<file path="src/rtl/hex_display_ctrl.sv">
// hex_display_ctrl
//
// Avalon-MM slave driving NUM_DIGITS active-low seven-segment displays.
// Each digit shows either a hardware-decoded hex nibble or a raw segment
// pattern, can blink at BLINK_HZ, and all digits share a PWM brightness.
//
// Ports:
//   clk            system clock, rising edge
//   reset_n        asynchronous active-low reset
//   avs_address    word address (0x0 CTRL, 0x1 DECODE_MASK, 0x2 BLINK_MASK,
//                  0x3 VALUE, 0x4+i RAW_i)
//   avs_read       read strobe (read latency 1)
//   avs_write      write strobe
//   avs_writedata  write data
//   avs_readdata   registered read data, holds between reads
//   hex_out        registered segment outputs, active-low, digit i at
//                  [7i+6:7i], bit order g..a
module hex_display_ctrl #(
  parameter int NUM_DIGITS  = 6,
  parameter int CLK_FREQ_HZ = 50000000,
  parameter int BLINK_HZ    = 2,
  parameter int PWM_BITS    = 4
) (
  input  logic                    clk,
  input  logic                    reset_n,
  input  logic [3:0]              avs_address,
  input  logic                    avs_read,
  input  logic                    avs_write,
  input  logic [31:0]             avs_writedata,
  output logic [31:0]             avs_readdata,
  output logic [7*NUM_DIGITS-1:0] hex_out
);

  localparam int BLINK_DIV = CLK_FREQ_HZ / (2 * BLINK_HZ);
  // A divider of 1 still needs a 1-bit counter so the port widths stay legal.
  localparam int BCNT_W = (BLINK_DIV > 1) ? $clog2(BLINK_DIV) : 1;
  localparam logic [BCNT_W-1:0] BLINK_LAST = BCNT_W'(BLINK_DIV - 1);

  // Active-high g..a segment pattern for a hex nibble.
  function automatic logic [6:0] hex_decode(input logic [3:0] nib);
    logic [6:0] seg;
    case (nib)
      4'h0:    seg = 7'h3F;
      4'h1:    seg = 7'h06;
      4'h2:    seg = 7'h5B;
      4'h3:    seg = 7'h4F;
      4'h4:    seg = 7'h66;
      4'h5:    seg = 7'h6D;
      4'h6:    seg = 7'h7D;
      4'h7:    seg = 7'h07;
      4'h8:    seg = 7'h7F;
      4'h9:    seg = 7'h6F;
      4'hA:    seg = 7'h77;
      4'hB:    seg = 7'h7C;
      4'hC:    seg = 7'h39;
      4'hD:    seg = 7'h5E;
      4'hE:    seg = 7'h79;
      default: seg = 7'h71;
    endcase
    return seg;
  endfunction

  // Register file
  logic                         enable_q,     enable_d;
  logic [PWM_BITS-1:0]          duty_q,       duty_d;
  logic [NUM_DIGITS-1:0]        dec_mask_q,   dec_mask_d;
  logic [NUM_DIGITS-1:0]        blink_mask_q, blink_mask_d;
  logic [4*NUM_DIGITS-1:0]      value_q,      value_d;
  logic [NUM_DIGITS-1:0][6:0]   raw_q,        raw_d;

  // Free-running timebases
  logic [BCNT_W-1:0]            blink_cnt_q,  blink_cnt_d;
  logic                         blink_phase_q, blink_phase_d;
  logic [PWM_BITS-1:0]          pwm_cnt_q,    pwm_cnt_d;

  // Bus and display outputs
  logic [31:0]                  readdata_q,   readdata_d;
  logic [7*NUM_DIGITS-1:0]      hex_q,        hex_d;

  logic [31:0]                  rd_data;
  logic                         pwm_on;
  logic [NUM_DIGITS-1:0][6:0]   seg_lit;
  logic [NUM_DIGITS-1:0]        blank;

  // Only some write-data bits are stored; the rest are intentionally dropped.
  logic unused_wdata;
  assign unused_wdata = ^avs_writedata;

  // Register writes. Bits beyond what each register implements are dropped,
  // and addresses with no backing register are ignored.
  always_comb begin
    enable_d     = enable_q;
    duty_d       = duty_q;
    dec_mask_d   = dec_mask_q;
    blink_mask_d = blink_mask_q;
    value_d      = value_q;
    raw_d        = raw_q;
    if (avs_write) begin
      case (avs_address)
        4'h0: begin
          enable_d = avs_writedata[0];
          duty_d   = avs_writedata[4 +: PWM_BITS];
        end
        4'h1: dec_mask_d   = avs_writedata[NUM_DIGITS-1:0];
        4'h2: blink_mask_d = avs_writedata[NUM_DIGITS-1:0];
        4'h3: value_d      = avs_writedata[4*NUM_DIGITS-1:0];
        default: begin
          for (int i = 0; i < NUM_DIGITS; i++) begin
            if (int'(avs_address) == i + 4) raw_d[i] = avs_writedata[6:0];
          end
        end
      endcase
    end
  end

  // Read mux works from the current (pre-write) register values, so a
  // simultaneous read and write of one location returns the old contents.
  always_comb begin
    rd_data = '0;
    case (avs_address)
      4'h0: begin
        rd_data[0]             = enable_q;
        rd_data[4 +: PWM_BITS] = duty_q;
      end
      4'h1: rd_data[NUM_DIGITS-1:0]   = dec_mask_q;
      4'h2: rd_data[NUM_DIGITS-1:0]   = blink_mask_q;
      4'h3: rd_data[4*NUM_DIGITS-1:0] = value_q;
      default: begin
        for (int i = 0; i < NUM_DIGITS; i++) begin
          if (int'(avs_address) == i + 4) rd_data[6:0] = raw_q[i];
        end
      end
    endcase
  end

  assign readdata_d = avs_read ? rd_data : readdata_q;

  // Blink prescaler: phase flips each time the counter wraps, giving equal
  // on and off halves of BLINK_DIV cycles. Register writes never touch it.
  always_comb begin
    blink_cnt_d   = blink_cnt_q + 1'b1;
    blink_phase_d = blink_phase_q;
    if (blink_cnt_q == BLINK_LAST) begin
      blink_cnt_d   = '0;
      blink_phase_d = ~blink_phase_q;
    end
  end

  // PWM counter wraps naturally; all-ones duty is forced fully on so the top
  // setting really is 100% rather than (2^N-1)/2^N.
  assign pwm_cnt_d = pwm_cnt_q + 1'b1;
  assign pwm_on    = (&duty_q) | (pwm_cnt_q < duty_q);

  always_comb begin
    seg_lit = '0;
    blank   = '0;
    for (int i = 0; i < NUM_DIGITS; i++) begin
      seg_lit[i] = dec_mask_q[i] ? hex_decode(value_q[4*i +: 4]) : raw_q[i];
      blank[i]   = ~enable_q | ~pwm_on | (blink_mask_q[i] & blink_phase_q);
    end
  end

  always_comb begin
    hex_d = '1;
    for (int i = 0; i < NUM_DIGITS; i++) begin
      hex_d[7*i +: 7] = blank[i] ? 7'h7F : ~seg_lit[i];
    end
  end

  always_ff @(posedge clk or negedge reset_n) begin
    if (!reset_n) begin
      enable_q      <= 1'b1;
      duty_q        <= '1;
      dec_mask_q    <= '1;
      blink_mask_q  <= '0;
      value_q       <= '0;
      raw_q         <= '0;
      blink_cnt_q   <= '0;
      blink_phase_q <= 1'b0;
      pwm_cnt_q     <= '0;
      readdata_q    <= '0;
      hex_q         <= '1;
    end else begin
      enable_q      <= enable_d;
      duty_q        <= duty_d;
      dec_mask_q    <= dec_mask_d;
      blink_mask_q  <= blink_mask_d;
      value_q       <= value_d;
      raw_q         <= raw_d;
      blink_cnt_q   <= blink_cnt_d;
      blink_phase_q <= blink_phase_d;
      pwm_cnt_q     <= pwm_cnt_d;
      readdata_q    <= readdata_d;
      hex_q         <= hex_d;
    end
  end

  assign avs_readdata = readdata_q;
  assign hex_out      = hex_q;

endmodule

</file>
<file path="config.mk">
export PLATFORM = sky130hd
export DESIGN_NAME = hex_display_ctrl
export DESIGN_NICKNAME = d
export VERILOG_FILES = /design/src/rtl/hex_display_ctrl.sv
export SDC_FILE = /design/constraint.sdc
export NUM_CORES = 1
export LEC_CHECK = 0
export CORE_MARGIN = 2
export CORE_UTILIZATION = 30
export DETAILED_ROUTE_END_ITERATION = 7
export GPL_TIMING_DRIVEN = 0
export SETUP_SLACK_MARGIN = 0.2
export SLEW_MARGIN = 20
export SYNTH_ARGS = -nofsm -noshare
export SYNTH_HDL_FRONTEND = slang
export SYNTH_SLANG_ARGS = --single-unit
export TNS_END_PERCENT = 5
</file>
<file path="constraint.sdc">
create_clock -name clk -period 2.1 [get_ports clk]
set_input_delay 0.42 -clock clk [delete_from_list [all_inputs] [get_ports clk]]
set_output_delay 0.42 -clock clk [all_outputs]
set_load 0.05 [all_outputs]
</file>
==> results of run 1 <==
==> critical path: cells and delay by family, from the launching register on <==
kind	cells	cell delay, ns
and+or+nand+nor	1	0.14
buffers and inverters	2	0.19
DFF	1	0.57
AOI/OAI and AO/OA	2	0.76
adders and majority gates	1	0.25
==> final timing paths <==
path                                                     to  slack [ns]                   start  cells after the start
worst max-delay path                  hex_out[22]$_DFF_PN1_        0.10   duty_q[3]$_DFFE_PN1P_                      6
worst min-delay path              blink_cnt_q[16]$_DFF_PN0_        0.43                 reset_n                      2
worst max register to register        hex_out[22]$_DFF_PN1_        0.10   duty_q[3]$_DFFE_PN1P_                      6
worst min register to register       pwm_cnt_q[0]$_DFF_PN0_        0.48  pwm_cnt_q[0]$_DFF_PN0_                      1
max in group asynchronous         dec_mask_q[3]$_DFFE_PN1P_        0.58                 reset_n                      4
min in group clk                avs_readdata[2]$_DFFE_PN0P_        0.48          avs_address[2]                      3
==> synth_stat cells, drive strengths merged (14+ instances only) <==
| cell type | n | area (um^2) |
|---|---|---|
| a21oi | 22 | 110 |
| buf | 21 | 141 |
| clkbuf | 33 | 125 |
| dfrtp | 125 | 3130 |
| dfstp | 53 | 1390 |
| ha | 41 | 513 |
| inv | 58 | 218 |
| mux2 | 97 | 1090 |
| mux2i | 24 | 240 |
| nand2 | 79 | 297 |
| nand2b | 21 | 131 |
| nand3 | 25 | 140 |
| nor2 | 49 | 196 |
| o21ai | 49 | 245 |
| or2 | 14 | 87.6 |
| xor2 | 14 | 123 |
==> layer usage <==
metal / track usage [%] / wire [um] / up-vias
li1: - / - / 3238
met1: 19.9 / 11100 / 3390
met2: 24.7 / 11600 / 166
met3: 2.94 / 978 / 38
met4: 5.63 / 646 / 2
met5: 0 / 13 / -
==> placed cells by master (no fill, tap or decap), types with 10 or more instances in the layout <==
| cell | count |
|---|---|
| sky130_fd_sc_hd__inv_1 | 55 |
| sky130_fd_sc_hd__ha_1 | 40 |
| sky130_fd_sc_hd__clkbuf_1 | 30 |
| sky130_fd_sc_hd__dfstp_2 | 53 |
| sky130_fd_sc_hd__nand2b_1 | 21 |
| sky130_fd_sc_hd__xor2_1 | 14 |
| sky130_fd_sc_hd__mux2i_1 | 24 |
| sky130_fd_sc_hd__clkbuf_16 | 17 |
| sky130_fd_sc_hd__nor2_1 | 41 |
| sky130_fd_sc_hd__a21oi_1 | 22 |
| sky130_fd_sc_hd__nand3_1 | 21 |
| sky130_fd_sc_hd__dlygate4sd2_1 | 27 |
| sky130_fd_sc_hd__nand2_1 | 79 |
| sky130_fd_sc_hd__mux2_2 | 97 |
| sky130_fd_sc_hd__or2_1 | 13 |
| sky130_fd_sc_hd__mux4_2 | 10 |
| sky130_fd_sc_hd__clkdlybuf4s50_1 | 23 |
| sky130_fd_sc_hd__o21ai_0 | 49 |
| sky130_fd_sc_hd__dfrtp_1 | 125 |
| sky130_fd_sc_hd__clkdlybuf4s15_1 | 35 |
| sky130_fd_sc_hd__nor2b_1 | 10 |
| sky130_fd_sc_hd__buf_4 | 17 |
==> metrics by stage <==
step / setup WS, ns / hold WS, ns
2_1_floorplan: 0.218 / 0.124
3_3_place_gp: -6.89 / 0.469
3_5_place_dp: -0.337 / 0.283
4_1_cts: 0.0301 / 0.419
5_1_grt: 0.0711 / 0.433
6_report: 0.104 / 0.427
==> cell type report <==
class                   instances  area, um^2  area share, %
diodes                          2        5.00         0.0432
clock buffers                  19         443           3.82
repair buffers                100        1010           8.69
well taps                     396         495           4.27
inverters                      58         218           1.88
flip-flops and latches        178        4520           39.0
multi-input cells             577        4510           38.9
clock inverters                13         118           1.01
plain buffers                  54         282           2.43
==> power by group through the flow <==
stage          Clock [mW]  Sequential (mW)  Combinational [mW]
2_1_floorplan           0             5.52                1.97
3_3_place_gp            0             4.82                3.93
3_5_place_dp            0             4.81                3.99
4_1_cts              3.15             4.76                3.98
5_1_grt              3.30             4.84                4.34
6_report             3.07             4.75                4.01
==> registers in the layout, indices dropped and copies added (netlist names), 4 cells and up <==
register	flops
blink_mask_q	6
pwm_cnt_q	4
blink_cnt_q	24
dec_mask_q	6
hex_out	42
duty_q	4
avs_readdata	24
value_q	24
raw_q	42
==> kinds of logic (layout without fill, tap and decap cells) <==
logic type	count (synthesis)	in the layout	synth area share [%]
buf+inv	112	244	5.15
compound gates	143	143	9.94
mux	131	131	16.6
fa+ha+maj	41	41	5.45
simple gates	231	231	12.7
xor+xnor	23	23	2.14
other cells	1	10	0.0399
flops	178	178	48.1
==> timing repair <==
action | CTS | global route
setup buffers | 2 | 5
hold endpoints to repair | 13 | 0
gates resized for setup | 130 | 4
hold buffers | 1 | 0
setup endpoints to repair | 140 | 129
pin swaps | 23 | 5
==> summary.md, run 1 <==
| Metric | Value |
|---|---|
| Overall routing resource usage | `15.1%` |
| Length of the first detailed-routing pass in iterations | `5` |
| Grt ovf | `0` |
| Number of buffers created by CTS | `17` |
| Crit path largest cell delay | `0.57 ns` |
| Clock net sink count | `178` |
| Predominant post-synthesis flop cell | `sky130_fd_sc_hd__dfrtp_1` |
| DRC errors left | `0` |
| Total standard cell area after synthesis | `0.00941 mm^2` |
| Latest clock arrival within the worst-skew pair | `0.43 ns` |
| H-tree level count | `4` |
| Initial antenna violation count | `2` |
| Height of the chip | `181 um` |
| Critical Path Start Type | `register` |
| Initial cell density of the core | `30.6%` |
| Number of flops mapped to enable cells by yosys | `0` |
| Status | `completed` |
| Core ar. | `0.0307 mm^2` |
| Vias after detailed routing | `6834` |
| Tmin final | `2.00 ns` |
| Chip width | `181 um` |
| Part of the power in registers | `40.2%` |
| Layout cell share with drive strength beyond 1 | `26.0%` |
| Logic pwr share | `33.9%` |
| Number of distinct library cell variants in the gate-level netlist after synthesis | `64` |
| Final HPWL from detailed placement | `17600 um` |
| CP max-delay cell | `sky130_fd_sc_hd__dfstp_2` |
| Switching share of total power | `37.5%` |
| Placed cell area | `0.0109 mm^2` |
| Kind of capture point of the worst setup path | `register` |
| Psw | `4.43 mW` |
| Clock tree from TritonCTS | `yes` |
| Number of nets in the final layout | `1067` |
| Via count of the first global-routing pass | `6967` |
| DP Cell Count | `1355` |
| Max-Cap Viols | `0` |
| WL per Instance | `17.4 um` |
| Clk slew on worst S/H paths | `0.07 ns` |
| Final design instance area without fill | `0.0116 mm^2` |
| Number of filler instances in the final layout | `3081` |
| Register bit count reported by yosys | `178` |
| Actual transition at the worst max-transition pin | `0.692 ns` |
| Total die area | `0.0328 mm^2` |
| Path type of the worst min-delay path | `in2async` |
| Gate Count Post-Synth | `860` |
| Fin crit share | `95.0%` |
| Number of top-level pins | `114` |
| Max Freq | `0.501 GHz` |
| Wire length of the first global-routing pass | `38700 um` |
| Aggregate routed wire length | `24300 um` |
| Setup Crit Path Kind | `reg2reg` |
| Pin count of the biggest net entering global routing | `95` |
| Clock tree skew after final layout | `0.00998 ns` |
| Max rail drop VDD | `0.444 mV` |
| Critical path, cell by cell | `inv_2, ha_1, and2_1, clkbuf_8, a221o_2, a211o_1` |
| Internal power | `7.39 mW` |
| Buffers from clock root to sink, at most | `2` |
| Register area share after synthesis | `48.1%` |
| Post-Layout Cell Count | `1397` |
| Synthesis Warnings | `0` |
| Worst Path Max Fanout | `7` |
| Arrival time at the worst endpoint | `2.35 ns` |
| Gpl congestion | `0.890` |
| Number of nets with antenna violations after routing | `0` |
| Std-Cell Rows | `64` |
| Power density over the cells | `1020 mW/mm^2` |
| Final setup fails | `0` |
| Data required time of the critical path | `2.46 ns` |
| RSZ-0062 raised after global routing | `true` |
| Clock share of power | `25.9%` |
| Ys async rst share | `100%` |
| Reported leakage power | `4.98 nW` |
| Number of DRC violations after detailed-routing iteration 0 | `317` |
| Total count of hold-check failures in the final report | `0` |
| Number of buffer cells added on primary ports | `90` |
| Syn-to-layout area delta | `23.3%` |
| Mapped Avg Cell Area | `10.9 um^2` |
| Share of the core filled with cells | `37.7%` |
| Number of slew-limit violations in the final report | `0` |
| Average via count per standard cell | `4.89` |
| Total Power | `11.8 mW` |
| Sum of negative setup slack | `0 ns` |
| Headroom to the max-slew limit | `53.9%` |
| Clock root buffer | `sky130_fd_sc_hd__clkbuf_16` |
Note: power is estimated with default switching activity, not from simulation.
==> run 2, diff against run 1 <==
--- a/config.mk
+++ b/config.mk
@@ -5,11 +5,9 @@
 export SDC_FILE = /design/constraint.sdc
 export NUM_CORES = 1
 export LEC_CHECK = 0
-export CORE_MARGIN = 2
 export CORE_UTILIZATION = 30
 export DETAILED_ROUTE_END_ITERATION = 7
 export GPL_TIMING_DRIVEN = 0
-export SETUP_SLACK_MARGIN = 0.2
 export SLEW_MARGIN = 20
 export SYNTH_ARGS = -nofsm -noshare
 export SYNTH_HDL_FRONTEND = slang
==> run 2 against run 1 <==
Compared with the run above: the flow now finishes with violations (DRC, hold timing, setup timing); count of clock-buffer cells in the layout unchanged; routed wire length is essentially flat; sequential power hardly changed; critical path depth increased by 1; clock power up 13%; core utilization decreased by 0.39 points; global-route usage increased by 0.77 points; power is 2.1% higher; sequential share of layout area up 0.40 points; combinational power fell by 4%; non-clock buffer count fell by 9.
==> summary.md, run 2 (synthesis gave the netlist of run 1 again) <==
| Metric | Value |
|---|---|
| Number of DRC violations after detailed-routing iteration 0 | `346 (+9.1%)` |
| DRC errors left | `8 (+8)` |
| Number of buffers created by CTS | `17 (unchanged)` |
| Wire length of the first global-routing pass | `38500 um (-0.48%)` |
| Commonest cells after routing, fill and taps aside | `sky130_fd_sc_hd__dfrtp_1 (125), sky130_fd_sc_hd__mux2_2 (97), sky130_fd_sc_hd__nand2_1 (79)` |
| DP Cell Count | `1354 (-0.074%)` |
| Sum of negative setup slack | `-0.150 ns (-0.150 ns)` |
| Max rail drop VDD | `0.488 mV (+9.9%)` |
| Buffers from clock root to sink, at most | `2 (unchanged)` |
| Status | `finished with violations` |
| Aggregate routed wire length | `24400 um (about the same)` |
| Post-Layout Cell Count | `1386 (-0.79%)` |
| Post-CTS setup repair buffer count | `0 (-2)` |
| Number of slew-limit violations in the final report | `0 (unchanged)` |
| Initial antenna violation count | `1 (-1)` |
| Final design instance area without fill | `0.0115 mm^2 (-1.0%)` |
| Arrival time at the worst endpoint | `2.48 ns (+0.13 ns)` |
| Final setup margin | `-0.0359 ns (-0.140 ns)` |
| Chip width | `179 um (-1.1%)` |
| Syn-to-layout area delta | `22.0%` |
| Number of top-level pins | `114 (unchanged)` |
| Number of nets in the final layout | `1058 (-0.84%)` |
| Height of the chip | `179 um (-1.1%)` |
| Average via count per standard cell | `4.92 (+0.53%)` |
| Crit path largest cell delay | `0.49 ns (-0.08 ns)` |
| Total Power | `12.1 mW (+2.1%)` |
| Clock tree skew after final layout | `0.0171 ns (+0.00708 ns)` |
| Share of the core filled with cells | `37.3% (-0.39 points)` |
| Clock tree from TritonCTS | `yes` |
| Clock root buffer | `sky130_fd_sc_hd__clkbuf_16` |
| Pin count of the biggest net entering global routing | `93 (-2.1%)` |
| Vias after detailed routing | `6816 (-0.26%)` |
| Layout cell share with drive strength beyond 1 | `24.1% (-1.9 points)` |
| Final HPWL from detailed placement | `17500 um (-0.12%)` |
| Data required time of the critical path | `2.45 ns (about the same)` |
| Max-Cap Viols | `0 (unchanged)` |
| Critical path, cell by cell | `clkdlybuf4s50_1, nor2_1, and3_1, clkbuf_1, buf_2, nand2_1, o21ai_0` |
| Via count of the first global-routing pass | `6864 (-1.5%)` |
| Grt ovf | `0 (unchanged)` |
| Placed cell area | `0.0109 mm^2 (-0.25%)` |
| Slack of the worst reg-to-reg path | `0 ns (-0.10 ns)` |
| Clk slew on worst S/H paths | `0.07 ns (about the same)` |
| Gpl congestion | `0.878 (-1.3%)` |
| Reported leakage power | `4.85 nW (-2.7%)` |
| WL per Instance | `17.6 um (+0.86%)` |
| Place WS | `-0.413 ns (-0.0755 ns)` |
| Critical Path Start Type | `primary input` |
| Overall routing resource usage | `15.9% (+0.77 points)` |
| Max Freq | `0.468 GHz (-6.6%)` |
| CP max-delay cell | `sky130_fd_sc_hd__clkdlybuf4s50_1` |
| Latest clock arrival within the worst-skew pair | `0.43 ns (about the same)` |
| Clock net sink count | `178 (unchanged)` |
| Worst Path Max Fanout | `10 (+3)` |
| RSZ-0062 raised after global routing | `true` |
| Core ar. | `0.0307 mm^2 (unchanged)` |
| Path type of the worst min-delay path | `in2async` |
| Final setup fails | `11 (+11)` |
| Total die area | `0.0321 mm^2 (-2.2%)` |
| Crit Reg-Reg Startpoint | `duty_q[3]$_DFFE_PN1P_` |
| Number of buffer cells added on primary ports | `90 (unchanged)` |
| Endpoint of the worst register-to-register path | `hex_out[16]$_DFF_PN1_` |
| Worst Hold Slack | `-0.0241 ns (-0.451 ns)` |
| N_diodes | `0 (-2)` |
| Total count of hold-check failures in the final report | `10 (+10)` |
| Worst r2r path cells | `6 (unchanged)` |
| Fin crit share | `102% (+6.7 points)` |
| Power density over the cells | `1050 mW/mm^2 (+3.1%)` |
| Setup Crit Path Kind | `in2reg` |
| Number of nets with antenna violations after routing | `0 (unchanged)` |
| Actual transition at the worst max-transition pin | `0.701 ns (+0.00909 ns)` |
| Std-Cell Rows | `64 (unchanged)` |
| H-tree level count | `4 (unchanged)` |
| Kind of capture point of the worst setup path | `register` |
| Initial cell density of the core | `30.6% (unchanged)` |
| Length of the first detailed-routing pass in iterations | `6 (+1)` |
| Tmin final | `2.14 ns (+0.140 ns)` |
| Most frequent standard cell in the layout excluding fill and tap cells | `sky130_fd_sc_hd__dfrtp_1` |
| Headroom to the max-slew limit | `52.1% (-1.8 points)` |
| Failing checks | `DRC, hold timing, setup timing` |
[run 2: how the worst max path moves through the flow]
stage / start / end / slack (ns)
floorplan: duty_q[1]$_DFFE_PN1P_ / hex_out[16]$_DFF_PN1_ / 0.22
global placement: reset_n / avs_readdata[12]$_DFFE_PN0P_ / -6.98
detailed placement: avs_address[3] / avs_readdata[20]$_DFFE_PN0P_ / -0.41
CTS: duty_q[1]$_DFFE_PN1P_ / hex_out[4]$_DFF_PN1_ / -0.07
global route: avs_address[3] / avs_readdata[20]$_DFFE_PN0P_ / -0.1
finish: avs_address[3] / avs_readdata[20]$_DFFE_PN0P_ / -0.04
[run 2: final cells by class]
class	instances	area (um^2)
Clock buffer	19	443
Timing Repair Buffer	91	886
Multi-Input combinational cell	577	4450
Fill cell	3062	19300
Tap cell	396	495
Inverter	58	218
Sequential cell	178	4520
Buffer	54	267
Clock inverter	13	196
[run 2: critical path: cells and delay by family]
family | cells | cell delay (ns)
simple gates | 3 | 0.77
compound gates | 1 | 0.08
buf+inv | 3 | 1.21
[run 2: metal layers]
metal  vias to the layer above  part of all wire (%)  global-route usage (%)
li1                       3217                     -                       -
met1                      3392                    45                    20.8
met2                       177                    48                    26.5
met3                        28                   4.5                    3.05
met4                         2                   1.7                    4.77
met5                         -                 0.053                       0
[run 2: repair_timing]
item / in CTS / in global routing
hold buffers: 0 / 0
setup endpoints to repair: 68 / 53
pin swaps: 1 / 5
resized for setup: 48 / 6
endpoints found under the hold margin: 0 / 0
gates cloned: 0 / 0
[run 2: report_power, final]
| group | total [mW] | leakage [nW] | switching, mW | internal (mW) |
|---|---|---|---|---|
| Sequential | 4.73 | 2.15 | 0.512 | 4.22 |
| Clock | 3.47 | 0.311 | 1.42 | 2.05 |
| Combinational | 3.86 | 2.39 | 2.40 | 1.46 |
